**src/rtl/axi_rd_arbiter_pkg.sv**
```systemverilog
// ----------------------------------------------------------------------------
// axi_arb_pkg
// Shared types for the two-port AXI read arbiter:
//   arb_st_t   - AR grant state machine encoding
//   port_idx_t - index of a requester port (0 or 1)
//   PORT0/1    - named port indices
//   other_port - the port that is not p (round-robin advance)
// ----------------------------------------------------------------------------
package axi_arb_pkg;

   typedef enum logic {
      ARB_IDLE  = 1'b0,
      ARB_ISSUE = 1'b1
   } arb_st_t;

   typedef logic port_idx_t;

   localparam port_idx_t PORT0 = 1'b0;
   localparam port_idx_t PORT1 = 1'b1;

   function automatic port_idx_t other_port(input port_idx_t p);
      return ~p;
   endfunction

endpackage

```
**src/rtl/axi_rd_arbiter_if.sv**
```systemverilog
// ----------------------------------------------------------------------------
// axi_rd_arbiter_if
// One AXI read channel pair (AR + R).
//   master modport: drives ar_valid/ar_addr/ar_len/ar_id and r_ready
//   slave  modport: drives ar_ready and r_valid/r_data/r_last/r_id
//
// Handshake rule for both channels: a transfer happens on a rising clock edge
// where valid and ready are both high. A source holds valid and its payload
// stable until that edge; ready may be raised or lowered freely and may depend
// combinationally on valid.
// ----------------------------------------------------------------------------
interface axi_rd_arbiter_if #(
   parameter int ADDR_BITS       = 64,
   parameter int BURST_LEN_WIDTH = 8,
   parameter int TID_WIDTH       = 8,
   parameter int DATA_WIDTH      = 8
);

   logic                       ar_valid;
   logic                       ar_ready;
   logic [ADDR_BITS-1:0]       ar_addr;
   logic [BURST_LEN_WIDTH-1:0] ar_len;
   logic [TID_WIDTH-1:0]       ar_id;

   logic                       r_valid;
   logic                       r_ready;
   logic [DATA_WIDTH-1:0]      r_data;
   logic                       r_last;
   logic [TID_WIDTH-1:0]       r_id;

   modport master (
      output ar_valid, ar_addr, ar_len, ar_id, r_ready,
      input  ar_ready, r_valid, r_data, r_last, r_id
   );

   modport slave (
      input  ar_valid, ar_addr, ar_len, ar_id, r_ready,
      output ar_ready, r_valid, r_data, r_last, r_id
   );

endinterface

```
**src/rtl/axi_rd_order_fifo.sv**
```systemverilog
// ----------------------------------------------------------------------------
// axi_rd_order_fifo
// Records which requester owns each outstanding read burst, in issue order.
// Ports:
//   clk, resetN  - clock, synchronous active-low reset
//   push, din    - append the granted port index
//   pop          - retire the head entry (last R beat delivered)
//   head         - port index of the oldest outstanding burst
//   empty, full  - occupancy flags
//   count        - number of stored entries (0 .. 2**LOG_DEPTH)
// A push while full is accepted when a pop happens in the same cycle.
// ----------------------------------------------------------------------------
module axi_rd_order_fifo
   import axi_arb_pkg::*;
#(
   parameter int LOG_DEPTH = 2
) (
   input  logic             clk,
   input  logic             resetN,
   input  logic             push,
   input  port_idx_t        din,
   input  logic             pop,
   output port_idx_t        head,
   output logic             empty,
   output logic             full,
   output logic [LOG_DEPTH:0] count
);

   localparam int DEPTH = 1 << LOG_DEPTH;
   localparam int PW    = (LOG_DEPTH > 0) ? LOG_DEPTH : 1;
   localparam int CW    = LOG_DEPTH + 1;

   port_idx_t       mem_q [DEPTH];
   port_idx_t       mem_d [DEPTH];
   logic [PW-1:0]   wr_q, wr_d;
   logic [PW-1:0]   rd_q, rd_d;
   logic [CW-1:0]   count_q, count_d;
   logic            push_ok;
   logic            pop_ok;

   // Explicit wrap so non-power-of-two pointer widths (depth 1) still work.
   function automatic logic [PW-1:0] next_ptr(input logic [PW-1:0] p);
      return (p == PW'(DEPTH - 1)) ? '0 : p + 1'b1;
   endfunction

   assign empty = (count_q == '0);
   assign full  = (count_q == CW'(DEPTH));
   assign head  = mem_q[rd_q];
   assign count = count_q;

   always_comb begin
      push_ok = push & (~full | pop);
      pop_ok  = pop & ~empty;
      mem_d   = mem_q;
      wr_d    = wr_q;
      rd_d    = rd_q;
      count_d = count_q;
      if (push_ok) begin
         mem_d[wr_q] = din;
         wr_d        = next_ptr(wr_q);
      end
      if (pop_ok) begin
         rd_d = next_ptr(rd_q);
      end
      case ({push_ok, pop_ok})
         2'b10:   count_d = count_q + 1'b1;
         2'b01:   count_d = count_q - 1'b1;
         default: count_d = count_q;
      endcase
   end

   always_ff @(posedge clk) begin
      if (!resetN) begin
         for (int i = 0; i < DEPTH; i++) begin
            mem_q[i] <= PORT0;
         end
         wr_q    <= '0;
         rd_q    <= '0;
         count_q <= '0;
      end else begin
         mem_q   <= mem_d;
         wr_q    <= wr_d;
         rd_q    <= rd_d;
         count_q <= count_d;
      end
   end

endmodule

```
**src/rtl/axi_rd_arbiter.sv**
```systemverilog
// ----------------------------------------------------------------------------
// axi_rd_arbiter
// Lets two AXI read masters share one memory-side read port.
// Ports:
//   clk, resetN     - clock, synchronous active-low reset
//   en              - 0 blocks new AR grants; in-flight traffic completes
//   s0, s1          - requester channels (arbiter is the slave side)
//   m               - memory channel (arbiter is the master side)
//   outstandingCnt  - bursts issued to memory whose last beat has not returned
//   errUnexpected   - sticky: an R beat showed up with nothing outstanding
//   dbg_state       - current AR state machine state
// AR requests are granted round-robin and issued from registers one cycle
// later. Memory returns bursts in order, so a FIFO of granted port indices
// steers each R beat to its owner with no buffering.
// ----------------------------------------------------------------------------
module axi_rd_arbiter
   import axi_arb_pkg::*;
#(
   parameter int ADDR_BITS            = 64,
   parameter int BURST_LEN_WIDTH      = 8,
   parameter int TID_WIDTH            = 8,
   parameter int LOG_BLOCK_DATA_BYTES = 0,
   parameter int LOG_OUTSTANDING      = 2
) (
   input  logic                     clk,
   input  logic                     resetN,
   input  logic                     en,
   axi_rd_arbiter_if.slave          s0,
   axi_rd_arbiter_if.slave          s1,
   axi_rd_arbiter_if.master         m,
   output logic [LOG_OUTSTANDING:0] outstandingCnt,
   output logic                     errUnexpected,
   output arb_st_t                  dbg_state
);

   localparam int DATA_WIDTH = 8 << LOG_BLOCK_DATA_BYTES;

   arb_st_t                    state_q, state_d;
   port_idx_t                  rr_q, rr_d;
   port_idx_t                  gnt_q, gnt_d;
   logic                       m_ar_valid_q, m_ar_valid_d;
   logic [ADDR_BITS-1:0]       m_ar_addr_q, m_ar_addr_d;
   logic [BURST_LEN_WIDTH-1:0] m_ar_len_q, m_ar_len_d;
   logic [TID_WIDTH-1:0]       m_ar_id_q, m_ar_id_d;
   logic                       err_q, err_d;

   logic                       s0_ar_ready_c;
   logic                       s1_ar_ready_c;
   logic                       any_valid;
   port_idx_t                  win;
   logic                       push;
   logic                       pop;
   port_idx_t                  head;
   logic                       fifo_empty;
   logic                       fifo_full;
   logic                       non_empty;
   logic [DATA_WIDTH-1:0]      r_data_w;

   axi_rd_order_fifo #(
      .LOG_DEPTH (LOG_OUTSTANDING)
   ) u_order_fifo (
      .clk    (clk),
      .resetN (resetN),
      .push   (push),
      .din    (gnt_q),
      .pop    (pop),
      .head   (head),
      .empty  (fifo_empty),
      .full   (fifo_full),
      .count  (outstandingCnt)
   );

   // ---------------- AR arbitration ----------------
   always_comb begin
      state_d       = state_q;
      rr_d          = rr_q;
      gnt_d         = gnt_q;
      m_ar_valid_d  = m_ar_valid_q;
      m_ar_addr_d   = m_ar_addr_q;
      m_ar_len_d    = m_ar_len_q;
      m_ar_id_d     = m_ar_id_q;
      s0_ar_ready_c = 1'b0;
      s1_ar_ready_c = 1'b0;
      push          = 1'b0;

      any_valid = s0.ar_valid | s1.ar_valid;
      // rr_q names the preferred port; fall back to the other one if idle.
      if (rr_q == PORT1) begin
         win = s1.ar_valid ? PORT1 : PORT0;
      end else begin
         win = s0.ar_valid ? PORT0 : PORT1;
      end

      case (state_q)
         ARB_IDLE: begin
            // resetN gating keeps the combinational readies low while held in reset.
            if (resetN && en && !fifo_full && any_valid) begin
               state_d      = ARB_ISSUE;
               m_ar_valid_d = 1'b1;
               gnt_d        = win;
               if (win == PORT0) begin
                  s0_ar_ready_c = 1'b1;
                  m_ar_addr_d   = s0.ar_addr;
                  m_ar_len_d    = s0.ar_len;
                  m_ar_id_d     = s0.ar_id;
               end else begin
                  s1_ar_ready_c = 1'b1;
                  m_ar_addr_d   = s1.ar_addr;
                  m_ar_len_d    = s1.ar_len;
                  m_ar_id_d     = s1.ar_id;
               end
            end
         end
         ARB_ISSUE: begin
            if (m.ar_ready) begin
               push         = 1'b1;
               rr_d         = other_port(gnt_q);
               m_ar_valid_d = 1'b0;
               state_d      = ARB_IDLE;
            end
         end
         default: begin
            state_d      = ARB_IDLE;
            m_ar_valid_d = 1'b0;
         end
      endcase
   end

   // ---------------- R steering ----------------
   // The beat is only presented to, and accepted from, the owner of the
   // oldest outstanding burst. With nothing outstanding the beat is left
   // unconsumed and flagged.
   always_comb begin
      non_empty = ~fifo_empty;
      pop       = 1'b0;
      err_d     = err_q | (m.r_valid & fifo_empty);
      if (m.r_valid && m.r_ready && m.r_last) begin
         pop = 1'b1;
      end
   end

   assign r_data_w   = m.r_data;

   assign s0.r_valid = m.r_valid & non_empty & (head == PORT0);
   assign s1.r_valid = m.r_valid & non_empty & (head == PORT1);
   assign m.r_ready  = non_empty & ((head == PORT0) ? s0.r_ready : s1.r_ready);

   assign s0.r_data  = r_data_w;
   assign s0.r_last  = m.r_last;
   assign s0.r_id    = m.r_id;
   assign s1.r_data  = r_data_w;
   assign s1.r_last  = m.r_last;
   assign s1.r_id    = m.r_id;

   assign s0.ar_ready = s0_ar_ready_c;
   assign s1.ar_ready = s1_ar_ready_c;

   assign m.ar_valid  = m_ar_valid_q;
   assign m.ar_addr   = m_ar_addr_q;
   assign m.ar_len    = m_ar_len_q;
   assign m.ar_id     = m_ar_id_q;

   assign errUnexpected = err_q;
   assign dbg_state     = state_q;

   always_ff @(posedge clk) begin
      if (!resetN) begin
         state_q      <= ARB_IDLE;
         rr_q         <= PORT0;
         gnt_q        <= PORT0;
         m_ar_valid_q <= 1'b0;
         m_ar_addr_q  <= '0;
         m_ar_len_q   <= '0;
         m_ar_id_q    <= '0;
         err_q        <= 1'b0;
      end else begin
         state_q      <= state_d;
         rr_q         <= rr_d;
         gnt_q        <= gnt_d;
         m_ar_valid_q <= m_ar_valid_d;
         m_ar_addr_q  <= m_ar_addr_d;
         m_ar_len_q   <= m_ar_len_d;
         m_ar_id_q    <= m_ar_id_d;
         err_q        <= err_d;
      end
   end

endmodule

```
**src/flat_wrapper.sv**
```systemverilog
// flat-port wrapper written by rule: the top's interface ports become plain ports
module axi_rd_arbiter_flat import axi_arb_pkg::*;
#(
   parameter int ADDR_BITS            = 64,
   parameter int BURST_LEN_WIDTH      = 8,
   parameter int TID_WIDTH            = 8,
   parameter int LOG_BLOCK_DATA_BYTES = 0,
   parameter int LOG_OUTSTANDING      = 2
)
  (clk, resetN, en, outstandingCnt, errUnexpected, dbg_state, s0_ar_valid, s0_ar_addr, s0_ar_len, s0_ar_id, s0_r_ready, s0_ar_ready, s0_r_valid, s0_r_data, s0_r_last, s0_r_id, s1_ar_valid, s1_ar_addr, s1_ar_len, s1_ar_id, s1_r_ready, s1_ar_ready, s1_r_valid, s1_r_data, s1_r_last, s1_r_id, m_ar_valid, m_ar_addr, m_ar_len, m_ar_id, m_r_ready, m_ar_ready, m_r_valid, m_r_data, m_r_last, m_r_id);
  axi_rd_arbiter_if #(.ADDR_BITS(ADDR_BITS), .BURST_LEN_WIDTH(BURST_LEN_WIDTH), .TID_WIDTH(TID_WIDTH), .DATA_WIDTH(8)) s0_i ();
  axi_rd_arbiter_if #(.ADDR_BITS(ADDR_BITS), .BURST_LEN_WIDTH(BURST_LEN_WIDTH), .TID_WIDTH(TID_WIDTH), .DATA_WIDTH(8)) s1_i ();
  axi_rd_arbiter_if #(.ADDR_BITS(ADDR_BITS), .BURST_LEN_WIDTH(BURST_LEN_WIDTH), .TID_WIDTH(TID_WIDTH), .DATA_WIDTH(8)) m_i ();
  input  logic clk;
  input  logic resetN;
  input  logic en;
  output logic [LOG_OUTSTANDING:0] outstandingCnt;
  output logic errUnexpected;
  output arb_st_t dbg_state;
  input wire logic [$bits(s0_i.ar_valid)-1:0] s0_ar_valid;
  input wire logic [$bits(s0_i.ar_addr)-1:0] s0_ar_addr;
  input wire logic [$bits(s0_i.ar_len)-1:0] s0_ar_len;
  input wire logic [$bits(s0_i.ar_id)-1:0] s0_ar_id;
  input wire logic [$bits(s0_i.r_ready)-1:0] s0_r_ready;
  output wire logic [$bits(s0_i.ar_ready)-1:0] s0_ar_ready;
  output wire logic [$bits(s0_i.r_valid)-1:0] s0_r_valid;
  output wire logic [$bits(s0_i.r_data)-1:0] s0_r_data;
  output wire logic [$bits(s0_i.r_last)-1:0] s0_r_last;
  output wire logic [$bits(s0_i.r_id)-1:0] s0_r_id;
  input wire logic [$bits(s1_i.ar_valid)-1:0] s1_ar_valid;
  input wire logic [$bits(s1_i.ar_addr)-1:0] s1_ar_addr;
  input wire logic [$bits(s1_i.ar_len)-1:0] s1_ar_len;
  input wire logic [$bits(s1_i.ar_id)-1:0] s1_ar_id;
  input wire logic [$bits(s1_i.r_ready)-1:0] s1_r_ready;
  output wire logic [$bits(s1_i.ar_ready)-1:0] s1_ar_ready;
  output wire logic [$bits(s1_i.r_valid)-1:0] s1_r_valid;
  output wire logic [$bits(s1_i.r_data)-1:0] s1_r_data;
  output wire logic [$bits(s1_i.r_last)-1:0] s1_r_last;
  output wire logic [$bits(s1_i.r_id)-1:0] s1_r_id;
  output wire logic [$bits(m_i.ar_valid)-1:0] m_ar_valid;
  output wire logic [$bits(m_i.ar_addr)-1:0] m_ar_addr;
  output wire logic [$bits(m_i.ar_len)-1:0] m_ar_len;
  output wire logic [$bits(m_i.ar_id)-1:0] m_ar_id;
  output wire logic [$bits(m_i.r_ready)-1:0] m_r_ready;
  input wire logic [$bits(m_i.ar_ready)-1:0] m_ar_ready;
  input wire logic [$bits(m_i.r_valid)-1:0] m_r_valid;
  input wire logic [$bits(m_i.r_data)-1:0] m_r_data;
  input wire logic [$bits(m_i.r_last)-1:0] m_r_last;
  input wire logic [$bits(m_i.r_id)-1:0] m_r_id;
  assign s0_i.ar_valid = s0_ar_valid;
  assign s0_i.ar_addr = s0_ar_addr;
  assign s0_i.ar_len = s0_ar_len;
  assign s0_i.ar_id = s0_ar_id;
  assign s0_i.r_ready = s0_r_ready;
  assign s0_ar_ready = s0_i.ar_ready;
  assign s0_r_valid = s0_i.r_valid;
  assign s0_r_data = s0_i.r_data;
  assign s0_r_last = s0_i.r_last;
  assign s0_r_id = s0_i.r_id;
  assign s1_i.ar_valid = s1_ar_valid;
  assign s1_i.ar_addr = s1_ar_addr;
  assign s1_i.ar_len = s1_ar_len;
  assign s1_i.ar_id = s1_ar_id;
  assign s1_i.r_ready = s1_r_ready;
  assign s1_ar_ready = s1_i.ar_ready;
  assign s1_r_valid = s1_i.r_valid;
  assign s1_r_data = s1_i.r_data;
  assign s1_r_last = s1_i.r_last;
  assign s1_r_id = s1_i.r_id;
  assign m_ar_valid = m_i.ar_valid;
  assign m_ar_addr = m_i.ar_addr;
  assign m_ar_len = m_i.ar_len;
  assign m_ar_id = m_i.ar_id;
  assign m_r_ready = m_i.r_ready;
  assign m_i.ar_ready = m_ar_ready;
  assign m_i.r_valid = m_r_valid;
  assign m_i.r_data = m_r_data;
  assign m_i.r_last = m_r_last;
  assign m_i.r_id = m_r_id;
  axi_rd_arbiter #(.ADDR_BITS(ADDR_BITS), .BURST_LEN_WIDTH(BURST_LEN_WIDTH), .TID_WIDTH(TID_WIDTH), .LOG_BLOCK_DATA_BYTES(LOG_BLOCK_DATA_BYTES), .LOG_OUTSTANDING(LOG_OUTSTANDING)) u_core (.clk(clk), .resetN(resetN), .en(en), .s0(s0_i), .s1(s1_i), .m(m_i), .outstandingCnt(outstandingCnt), .errUnexpected(errUnexpected), .dbg_state(dbg_state));
endmodule
```
**config.mk**
```make
export PLATFORM = sky130hd
export DESIGN_NAME = axi_rd_arbiter_flat
export DESIGN_NICKNAME = d
export VERILOG_FILES = /design/src/rtl/axi_rd_arbiter_pkg.sv /design/src/rtl/axi_rd_arbiter_if.sv /design/src/rtl/axi_rd_order_fifo.sv /design/src/rtl/axi_rd_arbiter.sv /design/src/flat_wrapper.sv
export SDC_FILE = /design/constraint.sdc
export NUM_CORES = 1
export LEC_CHECK = 0
export ABC_AREA = 1
export BUFFER_PORTS_ARGS = -buffer_cell sky130_fd_sc_hd__clkbuf_2
export CORE_AREA = 4 4 118 120
export DETAILED_ROUTE_END_ITERATION = 10
export DIE_AREA = 0 0 122 124
export PLACE_DENSITY = 0.73
export SETUP_SLACK_MARGIN = 0.2
export SLEW_MARGIN = 20
export SYNTH_ARGS = -nofsm -noshare
export SYNTH_HDL_FRONTEND = slang
export SYNTH_SLANG_ARGS = --single-unit
export TNS_END_PERCENT = 30
```
**constraint.sdc**
```tcl
create_clock -name clk -period 2.8 [get_ports clk]
set_clock_uncertainty 0.05 [all_clocks]
set_input_delay 0.14 -clock clk [delete_from_list [all_inputs] [get_ports clk]]
set_output_delay 0.14 -clock clk [all_outputs]
set_load 0.02 [all_outputs]
```
==> results of run 1 <==
## stage by stage
| step | worst slack (ps) | instance area (sq um) | total power [mW] |
|---|---|---|---|
| floorplan | 568.5 | 4892 | 1.973 |
| global placement | 470.5 | 6028 | 2.128 |
| detailed placement | 404.2 | 6028 | 2.137 |
| CTS | 369.1 | 6384 | 3.589 |
| global route | 220.5 | 6390 | 3.712 |
| finish | 459.4 | 6390 | 3.541 |
## power groups by stage
stage          Combinational [mW]  Sequential, mW  Clock, mW
6_report                    0.631            1.47       1.44
5_1_grt                     0.696            1.48       1.54
4_1_cts                     0.642            1.47       1.48
3_5_place_dp                0.638            1.50          0
3_3_place_gp                0.632            1.50          0
2_1_floorplan               0.403            1.57          0
## layer usage
layer | vias up | track usage [%] | share of wire (%)
li1 | 2348 | - | -
met1 | 2022 | 19.06 | 40
met2 | 184 | 28.52 | 49
met3 | 19 | 5.359 | 8.5
met4 | 0 | 7.353 | 1.9
met5 | - | 0 | 0
## cells by family (layout without fill, tap and decap cells)
logic type,Yosys count,after routing
buf+inv,98,312
compound gates,102,102
simple gates,217,217
fa+ha+maj,7,7
mux,80,80
flops,96,96
## worst min-delay path, stage by stage
cell,delay [ps]
clkbuf_2,90
nand4_1,80
a21oi_1,50
## repair_timing
action	CTS	global route
hold buffers	0	0
gates resized for setup	0	4
endpoints found under the setup margin	0	2
## how the worst max path moves through the flow
stage	from	end	depth (start not counted)
global placement	u_core.u_order_fifo.rd_q[0]	u_core.u_order_fifo.count[2]	15
detailed placement	u_core.u_order_fifo.rd_q[0]	u_core.u_order_fifo.count[2]	15
floorplan	u_core.u_order_fifo.count[0]	u_core.u_order_fifo.count[1]	13
CTS	u_core.u_order_fifo.rd_q[0]	u_core.u_order_fifo.count[2]	15
global route	u_core.u_order_fifo.rd_q[0]	u_core.u_order_fifo.count[2]	15
finish	u_core.u_order_fifo.rd_q[0]	u_core.u_order_fifo.count[2]	15
## synthesized netlist by cell type (all sizes together)
cell / count / share of area (%)
a211oi: 1 / 0.15
a21oi: 91 / 9.3
buf: 54 / 8.5
clkbuf: 16 / 1.2
dfxtp: 96 / 39
fa: 1 / 0.41
ha: 6 / 1.5
inv: 28 / 2.1
mux2: 80 / 18
nand2: 181 / 14
nand3: 11 / 1.2
nand4: 5 / 0.64
nor2: 18 / 1.5
nor3: 1 / 0.20
o21ai: 10 / 1.1
or2: 1 / 0.13
## layout make-up
| class | instances | area [sq um] | share of cell area [%] |
|---|---|---|---|
| inverters | 28 | 105.1 | 1.645 |
| clock buffers | 11 | 252.7 | 3.955 |
| clock inverters | 5 | 102.6 | 1.606 |
| multi-input cells | 406 | 2392 | 37.44 |
| well taps | 176 | 220.2 | 3.446 |
| flip-flops and latches | 96 | 1923 | 30.10 |
| repair buffers | 268 | 1394 | 21.81 |
## state kept, by name, indices dropped and copies added, names as in the netlist
name                       cells
u_core.errUnexpected           1
u_core.m.ar_addr              64
u_core.gnt_q                   1
u_core.u_order_fifo.count      3
u_core.dbg_state               1
u_core.u_order_fifo.wr_q       2
u_core.m.ar_len                8
u_core.m.ar_valid              1
u_core.u_order_fifo.rd_q       2
u_core.rr_q                    1
u_core.m.ar_id                 8
u_core.u_order_fifo.mem_q      4
==> out/metrics.csv, run 1 <==
metric;value;unit
outcome;finished clean;
Final Hold Slack;29.08;ps
layout net count;1002;
# IOs;311;
Maximum Capacitance Violations;0;
CP top delay family;simple AND/OR/NAND/NOR gates;
dpl cells;974;
Net Sw Power;894.6;uW
final core occ;49.23;%
post-CTS setup buffers;0;
Clock Sinks;96;
WP buf/inv;2;
most common cell after layout, fill and taps aside;clkbuf_2;
clock slew at reported path FFs;60;ps
core area;12980;sq um
First-pass DRT Iterations;4;
wire length per cell;13.24;um
Synthesized Nets;793;
P&R area growth vs syn;30.61;%
Worst slew margin;52.64;%
Filler Cell Count;1286;
Starting Density;37.69;%
DIE AREA;15130;sq um
Slowest cell on crit path;fa_1;
WL final;13.11;mm
peak supply drop;278.0;uV
largest family of logic cells by synthesized area;multiplexers;
area share of fa/ha/maj cells after synthesis;1.944;%
maximum fanout along the worst path;9;
vias in the first global route;4365;
Setup crit start kind;register;
GRT overflow;0;
post-synthesis mux area share;18.41;%
routed via count;4573;
Die W;122;um
crit-path most repeated cell;nand2_1;
CP peak stage delay;370;ps
Arr. time, crit path;2520;ps
crit path capture type;register;
Hold Violations, Final;0;
reg-to-reg startpoint;u_core.u_order_fifo.rd_q[0];
worst-case clock buffer depth;2;
crit-path cells;inv_1, nand2_1, nand3_1, nand2_1, nand2_1, nand3_2, nand2_4, nand2_2, ha_1, inv_1, fa_1, a21oi_1, o21ai_0, o21ai_1, a21oi_1;
setup_tns;0;ps
root buffer cell;clkbuf_16;
Slew Limit Fails;0;
Seq pwr share;41.5;%
Mapped Avg Cell Area;8.154;sq um
DRC Markers;0;
largest net degree at the start of global routing;82;
Clock power frac;40.7;%
commonest non-fill, non-tap cells in the layout;clkbuf_2 (262), nand2_1 (178), dfxtp_1 (95), a21oi_1 (91), mux2_2 (59);
Internal Power;2.646;mW
initial antenna violation count;0;
minimum clock period;2341;ps
Synth Instances;600;
number of inserted diodes;0;
sequential fraction of the synthesis area;39.28;%
reg2reg path depth;15;
Routed Antenna Nets;0;
Worst Hold Class;in -> reg;
leak pwr;2.949;nW
CTS tree;done;
Worst EP required;2980;ps
internal reg-to-reg setup slack;460;ps
Sw Share;25.27;%
Die Y-Extent;124;um
RD Place Congestion;0.8181;
DR vias/cell;4.619;
Port Buffers;262;
simple-gate share of the synthesized area;17.88;%
final worst path period share;83.59;%
Hold Path End;u_core.errUnexpected;
FF-to-FF End;u_core.u_order_fifo.count[2];
Non-Filler Instances;990;
Comb pwr share;17.8;%
complex-gate fraction of the synthesized area;10.56;%
post-synth cell types;26;
PwrDens;554.1;nW/um^2
CP Class;reg -> reg;
mapped cell area;4892;sq um
Worst-Margin Slew;710.5;ps
hold_sp;m_r_valid;
Rows;42;
DPL Wire Length;9.909;mm
Post-Synth XOR/XNOR Area;0;%
CTS H-Tree Depth;3;
Starting DRT DRC Count;185;
layout cells sized above 1;43.73;%
unrepaired setup endpoints after global routing;false;
max frequency;427.2;MHz
worst skew pair latency;340;ps
global-route wire length before repair;20.04;mm
Hold Path Cell Cnt;3;
#FFs+latches synth;96;
total global-route track usage;16.65;%
total CTS buffers;9;
Synth warnings;0;
# setup viols final;0;
Note: power is estimated with default switching activity, not from simulation.
==> run 2, diff against run 1 <==
--- a/config.mk
+++ b/config.mk
@@ -7,10 +7,10 @@
 export LEC_CHECK = 0
 export ABC_AREA = 1
 export BUFFER_PORTS_ARGS = -buffer_cell sky130_fd_sc_hd__clkbuf_2
-export CORE_AREA = 4 4 118 120
+export CORE_MARGIN = 4
+export CORE_UTILIZATION = 39
 export DETAILED_ROUTE_END_ITERATION = 10
-export DIE_AREA = 0 0 122 124
-export PLACE_DENSITY = 0.73
+export PLACE_DENSITY = 0.77
 export SETUP_SLACK_MARGIN = 0.2
 export SLEW_MARGIN = 20
 export SYNTH_ARGS = -nofsm -noshare
==> constraint.sdc (replaced) <==
create_clock -name clk -period 1.96 [get_ports clk]
set_clock_uncertainty 0.05 [all_clocks]
set_input_delay 0.098 -clock clk [delete_from_list [all_inputs] [get_ports clk]]
set_output_delay 0.098 -clock clk [all_outputs]
set_load 0.02 [all_outputs]
==> run 2 against run 1 <==
Compared with the run above:
- the flow now finishes with violations (setup timing)
- first-iteration DRC count increased by 23%
- via count is 4.4% higher
- combinational power increased by 63%
- power rose by 35%
- global-route usage increased by 1.4 points
- register-to-register slack got worse by 530 ps
- routed wire length is 11% higher
- flip-flop and latch count is the same
- non-clock buffer count is 27 higher
- clock-buffer cell count unchanged
- final area rose by 6.7%
==> out/metrics.csv, run 2 (synthesis gave the netlist of run 1 again) <==
metric;value;unit;change
total global-route track usage;18.06;%;+1.4 points
commonest non-fill, non-tap cells in the layout;clkbuf_2 (260), nand2_1 (173), dfxtp_1 (91), a21oi_1 (89), mux2_2 (59);;
Clock power frac;34.7;%;-6.0 points
dpl cells;979;;+0.51%
max reg flops;64;;unchanged
clock slew at reported path FFs;60;ps;about the same
Starting Density;40.23;%;+2.5 points
number of inserted diodes;0;;unchanged
most common cell after layout, fill and taps aside;clkbuf_2;;
Arr. time, crit path;2210;ps;-310 ps
routed via count;4776;;+4.4%
Hold Violations, Final;0;;unchanged
Clock Sinks;96;;unchanged
maximum fanout along the worst path;3;;-6
outcome;finished with violations;;
Power, Total;4.789;mW;+35%
Comb pwr share;21.5;%;+3.7 points
peak supply drop;348.0;uV;+25%
Starting DRT DRC Count;227;;+23%
layout net count;1029;;+2.7%
Worst Hold Class;in -> reg;;
failing checks;setup timing;;
final core occ;56.06;%;+6.8 points
Sw Share;27.43;%;+2.2 points
max frequency;491.5;MHz;+15%
Internal Power;3.476;mW;+31%
DPL Wire Length;10.23;mm;+3.2%
wire length per cell;14.43;um;+9.0%
# IOs;311;;unchanged
vias in the first global route;4577;;+4.9%
final worst setup slack;-74.75;ps;-534.1 ps
Worst slew margin;72.97;%;+20 points
Die W;120;um;-1.6%
CTS tree;done;;
Rows;40;;-4.8%
CP Class;reg -> reg;;
WL met2;7.289;mm;+13%
Post-Layout Inst Area;6818;sq um;+6.7%
DRC Markers;0;;unchanged
Die Y-Extent;120;um;-3.2%
largest net degree at the start of global routing;85;;+3.7%
Slew Limit Fails;0;;unchanged
worst skew pair latency;340;ps;about the same
crit path capture type;register;;
RD Place Congestion;0.8291;;+1.3%
DIE AREA;14400;sq um;-4.8%
Setup crit start kind;register;;
core area;12160;sq um;-6.3%
final worst path period share;103.8;%;+20 points
Net Sw Power;1.314;mW;+47%
CTS H-Tree Depth;3;;unchanged
setup_tns;-102.8;ps;-102.8 ps
placed cell area;6188;sq um;+2.7%
global-route wire length before repair;21.19;mm;+5.7%
worst-case clock buffer depth;2;;unchanged
total CTS buffers;9;;unchanged
unrepaired setup endpoints after global routing;true;;
root buffer cell;clkbuf_16;;
Worst EP required;2140;ps;-840 ps
WL final;14.56;mm;+11%
Port Buffers;262;;unchanged
Routed Antenna Nets;0;;unchanged
First-pass DRT Iterations;5;;+1
highest routing layer actually used;met4;;
DR vias/cell;4.733;;+2.5%
minimum clock period;2035;ps;-305.9 ps
PwrDens;702.5;nW/um^2;+27%
GRT overflow;0;;unchanged
layout cells sized above 1;48.28;%;+4.5 points
initial antenna violation count;0;;unchanged
P&R area growth vs syn;39.36;%;
# setup viols final;2;;+2
Maximum Capacitance Violations;0;;unchanged
leak pwr;3.132;nW;+6.2%
Non-Filler Instances;1009;;+1.9%
routed wl met3;1.273;mm;+14%
Met1 Wirelength;5.728;mm;+8.8%
Seq pwr share;43.8;%;+2.3 points
Worst-Margin Slew;405.5;ps;-305.0 ps
-- run 2: cell count changes in the layout (fill, tap and decap cells not counted), sizes merged --
cell / delta
clkinv: +3
inv: -1
bufinv: -3
clkinvlp: +1
clkbuf: +3
dlygate4sd3: +1
buf: +23
-- run 2: final timing paths --
path,start,endpoint,slack (ps),depth (start not counted)
max reg2reg,u_core.u_order_fifo.rd_q[1],u_core.u_order_fifo.count[2],-70,13
max,u_core.u_order_fifo.rd_q[1],u_core.u_order_fifo.count[2],-70,13
min reg2reg,u_core.m.ar_addr[51],u_core.m.ar_addr[51],410,2
min,m_ar_ready,u_core.m.ar_valid,40,4
-- run 2: worst max-delay path, stage by stage, from the launching register on --
cell	delay [ps]
dfxtp_2	370
inv_1	100
nand3_4	100
nand3_2	120
nand3_4	120
nand2_4	60
nand2_4	70
ha_4	120
inv_2	40
fa_2	360
a21oi_2	150
o21ai_2	80
o21ai_1	130
a21oi_1	50
-- run 2: metrics by stage --
step	worst slack, ps	hold slack [ps]
after detailed placement	-61.59	146.2
after global routing	-161.3	50.08
final	-74.75	38.51
after global placement	-21.35	146.2
after CTS	-42.06	20.09
after floorplan	-37.60	182.3
-- run 2: per-layer routing --
| layer | GRT usage, % | vias to the layer above |
|---|---|---|
| met5 | 0 | - |
| met4 | 7.158 | 0 |
| met3 | 6.032 | 19 |
| met2 | 31.65 | 201 |
| met1 | 20.09 | 2159 |
| li1 | - | 2397 |
-- run 2: final cells by class --
| cell class | instances | area (sq um) |
|---|---|---|
| fillers | 1123 | 5344 |
| multi-input cells | 406 | 2521 |
| flip-flops and latches | 96 | 1933 |
| repair buffers | 295 | 1754 |
| clock buffers | 11 | 254.0 |
| well taps | 168 | 210.2 |
| inverters | 28 | 115.1 |
| clock inverters | 5 | 30.03 |
-- run 2: repair_timing --
action	in CTS	in global routing
pin swaps	5	8
gates cloned	0	5
hold buffers	1	0
buffers inserted	1	7
endpoints found under the setup margin	4	25
hold endpoints to repair	1	0
resized for setup	10	31
-- run 2: power groups by stage --
stage / clock (mW) / sequential, mW / combinational [mW]
after floorplan: 0 / 2.24 / 0.578
after global placement: 0 / 2.13 / 0.928
final: 1.66 / 2.10 / 1.03
after global routing: 1.80 / 2.11 / 1.13
after detailed placement: 0 / 2.14 / 0.938
after CTS: 1.71 / 2.10 / 0.950
